[config.mk]
export PLATFORM = sky130hd
export DESIGN_NAME = branch_resolve_unit
export DESIGN_NICKNAME = d
export VERILOG_FILES = /design/src/rtl/branch_resolve_unit.sv
export SDC_FILE = /design/constraint.sdc
export NUM_CORES = 1
export LEC_CHECK = 0
export BUFFER_PORTS_ARGS = -buffer_cell sky130_fd_sc_hd__buf_2
export CORE_MARGIN = 1.5
export CORE_UTILIZATION = 28
export DETAILED_ROUTE_END_ITERATION = 16
export HOLD_SLACK_MARGIN = 0.06
export SLEW_MARGIN = 0
export SYNTH_ARGS = -nofsm -noshare
export SYNTH_HDL_FRONTEND = slang
export SYNTH_SLANG_ARGS = --single-unit
[constraint.sdc]
create_clock -name clk -period 5.2 [get_ports clk]
set_input_delay 0.78 -clock clk [delete_from_list [all_inputs] [get_ports clk]]
set_output_delay 0.78 -clock clk [all_outputs]
set_load 0.01 [all_outputs]
[src/rtl/branch_resolve_unit.sv]
// Branch resolution unit: holds the NZCV flags, counts in-flight flag writers,
// and resolves one conditional branch at a time once the flags are final.
module branch_resolve_unit #(
   parameter int ADDR_W = 32,
   parameter int PEND_W = 2
) (
   input  logic              clk,
   input  logic              rst_n,
   input  logic              flag_pend_inc,
   input  logic              flag_wr_en,
   input  logic              alu_n,
   input  logic              alu_z,
   input  logic              alu_c,
   input  logic              alu_v,
   input  logic              flush,
   input  logic              br_valid,
   output logic              br_ready,
   input  logic [3:0]        br_cond,
   input  logic [ADDR_W-1:0] br_pc,
   input  logic [ADDR_W-1:0] br_offset,
   output logic [3:0]        flags_q,
   output logic              res_valid,
   output logic              res_taken,
   output logic [ADDR_W-1:0] res_target,
   output logic              redirect_valid
);

   typedef enum logic [1:0] {
      S_IDLE,
      S_WAIT,
      S_EVAL
   } state_e;

   localparam logic [PEND_W-1:0] PEND_MAX = '1;

   state_e              state_q;
   logic [PEND_W-1:0]   pend_q, pend_d;
   logic [3:0]          cond_q;
   logic [ADDR_W-1:0]   pc_q, offset_q;
   logic                res_valid_q, res_taken_q;
   logic [ADDR_W-1:0]   res_target_q;
   logic                take;
   logic [ADDR_W-1:0]   target_d;

   function automatic logic cond_take(input logic [3:0] cond, input logic [3:0] nzcv);
      logic n, z, c, v;
      {n, z, c, v} = nzcv;
      case (cond)
         4'd0:    return z;
         4'd1:    return !z;
         4'd2:    return c;
         4'd3:    return !c;
         4'd4:    return n;
         4'd5:    return !n;
         4'd6:    return v;
         4'd7:    return !v;
         4'd8:    return c & !z;
         4'd9:    return !c | z;
         4'd10:   return n == v;
         4'd11:   return n != v;
         4'd12:   return !z & (n == v);
         4'd13:   return z | (n != v);
         4'd14:   return 1'b1;
         default: return 1'b0;
      endcase
   endfunction

   // NOTE: every variable driven here gets a default first so no latch is inferred.
   always_comb begin
      pend_d = pend_q;
      if (flag_pend_inc && !flag_wr_en && pend_q != PEND_MAX) begin
         pend_d = pend_q + 1'b1;
      end else if (flag_wr_en && !flag_pend_inc && pend_q != '0) begin
         pend_d = pend_q - 1'b1;
      end
   end

   assign take     = cond_take(cond_q, flags_q);
   assign target_d = take ? (pc_q + offset_q) : (pc_q + ADDR_W'(4));

   // NOTE: all state uses non-blocking assignments so every register samples pre-edge values.
   always_ff @(posedge clk) begin
      if (!rst_n) begin
         state_q      <= S_IDLE;
         flags_q      <= '0;
         pend_q       <= '0;
         cond_q       <= '0;
         pc_q         <= '0;
         offset_q     <= '0;
         res_valid_q  <= 1'b0;
         res_taken_q  <= 1'b0;
         res_target_q <= '0;
      end else begin
         res_valid_q <= 1'b0;
         pend_q      <= pend_d;
         if (flag_wr_en) begin
            flags_q <= {alu_n, alu_z, alu_c, alu_v};
         end
         // Waiting on pend_d lets the final writeback release the branch on the
         // same edge that lands its flags, so EVAL sees them.
         case (state_q)
            S_IDLE: begin
               if (br_valid && !flush) begin
                  cond_q   <= br_cond;
                  pc_q     <= br_pc;
                  offset_q <= br_offset;
                  state_q  <= (pend_d == '0) ? S_EVAL : S_WAIT;
               end
            end
            S_WAIT: begin
               if (flush) begin
                  state_q <= S_IDLE;
               end else if (pend_d == '0) begin
                  state_q <= S_EVAL;
               end
            end
            S_EVAL: begin
               if (!flush) begin
                  res_valid_q  <= 1'b1;
                  res_taken_q  <= take;
                  res_target_q <= target_d;
               end
               state_q <= S_IDLE;
            end
            default: state_q <= S_IDLE;
         endcase
      end
   end

   assign br_ready       = (state_q == S_IDLE);
   assign res_valid      = res_valid_q;
   assign res_taken      = res_taken_q;
   assign res_target     = res_target_q;
   assign redirect_valid = res_valid_q & res_taken_q;

endmodule

==> impl_metrics.env <==
export IMPL_status="complete, no violations"
export IMPL_hold_start="res_target[2]$_SDFFE_PN0P_"
export IMPL_timing_rr_start="pc_q[0]$_SDFFE_PN0P_"
export IMPL_yosysMostFrequentCell="nand2_1"
export IMPL_synth_area_leader_cell="dfxtp_1"
export IMPL_synth_top_family_by_area="simple AND/OR/NAND/NOR gates"
export IMPL_cts_made_buffers=9
export IMPL_ctsHoldBuffers=0
export IMPL_synth_compound_area_share_pct=20.9
export IMPL_required_ns=5.45
export IMPL_fin_crit_sh_pct=55.7
export IMPL_muxShareOfSynthArea_pct=2.13
export IMPL_viasPerCell=4.84
export IMPL_peakVddDrop_mv=0.150
export IMPL_synth_top_area_share_pct=35.1
export IMPL_min_path_cells=2
export IMPL_routed_wl_um=17600
export IMPL_gr_usage_all_layers_pct=15.1
export IMPL_diodes=0
export IMPL_ios=118
export IMPL_clock_latency_ns=0.35
export IMPL_wl_per_cell_um=14.9
export IMPL_synth_ff_type="dfxtp_1"
export IMPL_syn_area_um2=6280
export IMPL_final_hold_viol_count=0
export IMPL_post_dp_hpwl_um=13300
export IMPL_crit_path_start="pc_q[0]$_SDFFE_PN0P_"
export IMPL_cts_setup_buffers=0
export IMPL_dr_total_vias=5734
export IMPL_postCtsResizedCells=0
export IMPL_critPathArrivalTime_ns=3.14
export IMPL_grt_max_degree=68
export IMPL_final_setup_viol_count=0
export IMPL_cap_violations=0
export IMPL_drive_gt1_share_pct=17.7
export IMPL_dieWidth_um=153
export IMPL_clockBufferDepth=2
export IMPL_rr_worst_depth=11
export IMPL_leakage_nw=3.08
export IMPL_r2r_slack_ns=2.30
export IMPL_fin_worst_skew_ns=0.00663
export IMPL_antenna_left=0
export IMPL_grt_pass1_vias=5452
export IMPL_synth_xor_xnor_area_share_pct=8.35
export IMPL_portBuffers=117
export IMPL_dieHeight_um=153
export IMPL_gp_congestion=0.876
export IMPL_period_minus_slack_ns=2.90
export IMPL_synth_edf_count=0
export IMPL_grt_pass1_wl_um=28600
export IMPL_ys_types=61
export IMPL_rsz0062_at_grt="false"
export IMPL_initial_core_util_pct=28.7
export IMPL_synth_adder_area_share_pct=7.10
export IMPL_synthesis_area_per_instance_um2=7.77
export IMPL_synth_warnings=0
export IMPL_path_clk_slew_ns=0.07
export IMPL_tightest_slew_ns=1.09
export IMPL_slew_violations=0
export IMPL_yosys_area_share_simple_pct=22.9
export IMPL_ys_seq_area_share_pct=35.1
export IMPL_tns_ns=0
export IMPL_synth_common_cells="nand2_1, a21oi_1, dfxtp_1, nor2_1, ha_1"
export IMPL_critPathKind="reg -> reg"
export IMPL_drt_iter0_drc=365
export IMPL_ys_async_sr_fraction_pct=0
export IMPL_worst_setup_path_start_kind="flip-flop"
export IMPL_core_um2=21900
export IMPL_die_area_um2=23300
export IMPL_netlist_instances=808
export IMPL_area_growth_pct=17.7
export IMPL_cellPowerDensity_nw_per_um2=258
export IMPL_clock_sinks=110
export IMPL_max_slew_margin_pct=27.1
export IMPL_syn_nets=921
export IMPL_cts_tree="built"
export IMPL_max_freq_mhz=345
export IMPL_pre_cts_slack_ns=2.33
export IMPL_grt_ovfl_total=0
export IMPL_ys_ff_latch=110
export IMPL_rows=54
export IMPL_nNetsFinal=1014
export IMPL_end_kind="flip-flop"
export IMPL_min_path_type="reg -> reg"
export IMPL_cts_htree_levels=3
export IMPL_antenna_found_initial=0
export IMPL_cts_root_buf="clkbuf_16"
export IMPL_synthTopCellsByArea="dfxtp_1, nand2_1, a21oi_1"
export IMPL_crit_path_max_fanout=3
export IMPL_firstDrtPassIters=5
export IMPL_setup_ws_ns=2.30
export IMPL_drcViolationCount=0
## where the power goes
group | leakage [nW] | switching (mW) | internal, mW
logic | 2.05 | 0.195 | 0.126
registers | 0.895 | 0.0409 | 0.881
clock network | 0.131 | 0.310 | 0.348
## stage by stage
stage / total power, mW / util [%] / std cells / hold slack, ns / area [um^2]
final: 1.90 / 33.7 / 1185 / 0.457 / 7390
after CTS: 1.93 / 33.7 / 1185 / 0.459 / 7390
after global routing: 2.00 / 33.7 / 1185 / 0.485 / 7390
after floorplan: 1.16 / - / 808 / 0.440 / 6280
after global placement: 1.26 / 32.5 / 1170 / 0.432 / 7110
after detailed placement: 1.26 / 32.5 / 1170 / 0.451 / 7110
## metal layers
layer  wire length (um)  vias to the layer above  global-route usage (%)  share of wire, %
li1                   -                     2991                       -                 -
met1               9050                     2604                    21.5                51
met2               7500                      129                    22.9                43
met3                907                       10                    3.56               5.1
met4                174                        0                    3.57              0.99
met5                  0                        -                       0                 0
## layout make-up
type	count	area, um^2
Inverter	15	56.3
Sequential cell	110	2200
Tap cell	280	350
Clock buffer	12	256
Clock inverter	3	20.0
Timing Repair Buffer	123	631
Multi-Input combinational cell	642	3870
Fill cell	2411	14500
## kinds of logic (layout without fill, tap and decap cells)
kind of cell / count (synthesis) / in the layout
xor gates and xnor gates: 59 / 59
muxes: 12 / 12
and+or+nand+nor: 330 / 330
adders and majority gates: 35 / 35
AOI/OAI and AO/OA: 206 / 206
buffers and inverters: 56 / 153
DFF: 110 / 110
## final timing paths
kind                                                    end
worst max register to register  res_target[16]$_SDFFE_PN0P_
worst min register to register   res_target[2]$_SDFFE_PN0P_
worst min-delay path             res_target[2]$_SDFFE_PN0P_
worst max-delay path            res_target[16]$_SDFFE_PN0P_
## critical path, cell delays in order (launching register included)
cell and delay (ns):
dfxtp_1 0.33, ha_1 0.22, fa_1 0.40, a21oi_1 0.21
nor3_1 0.09, o21ai_1 0.30, nand3_1 0.21, a221o_1 0.34
a21oi_1 0.19, xor2_1 0.16, a21oi_1 0.09, a22o_1 0.25
## state kept, by name, summed over array words and instances (netlist names), 2 cells and up
register / count
pc_q: 32
offset_q: 32
flags_q: 4
cond_q: 4
res_target: 32
state_q: 2
pend_q: 2
## cells in the final DEF (no fill, tap or decap), types with 2 or more instances in the layout
cell type and instances:
a22o_1 3, nor3_1 19, inv_1 13, o221ai_1 7, a221o_1 2, nand2b_1 3, a21o_1 15, xnor2_1 30
nand3_1 24, a31oi_1 4, o31ai_2 4, buf_2 117, a21oi_1 114, clkinvlp_4 2, o21ai_1 7, o211ai_1 3
xor2_1 28, nor3b_1 3, nand4_1 9, a211oi_1 16, buf_4 6, and3_1 9, dfxtp_1 110, nor2b_1 3
and2_1 3, inv_2 2, nor2_1 69, a21oi_2 2, a211o_1 2, mux2i_1 10, nand2_1 178, o21ai_0 12
clkbuf_16 9, nand3b_1 2, clkbuf_8 2, o21bai_1 3, ha_1 34
Power figures use the tool's default switching activity.
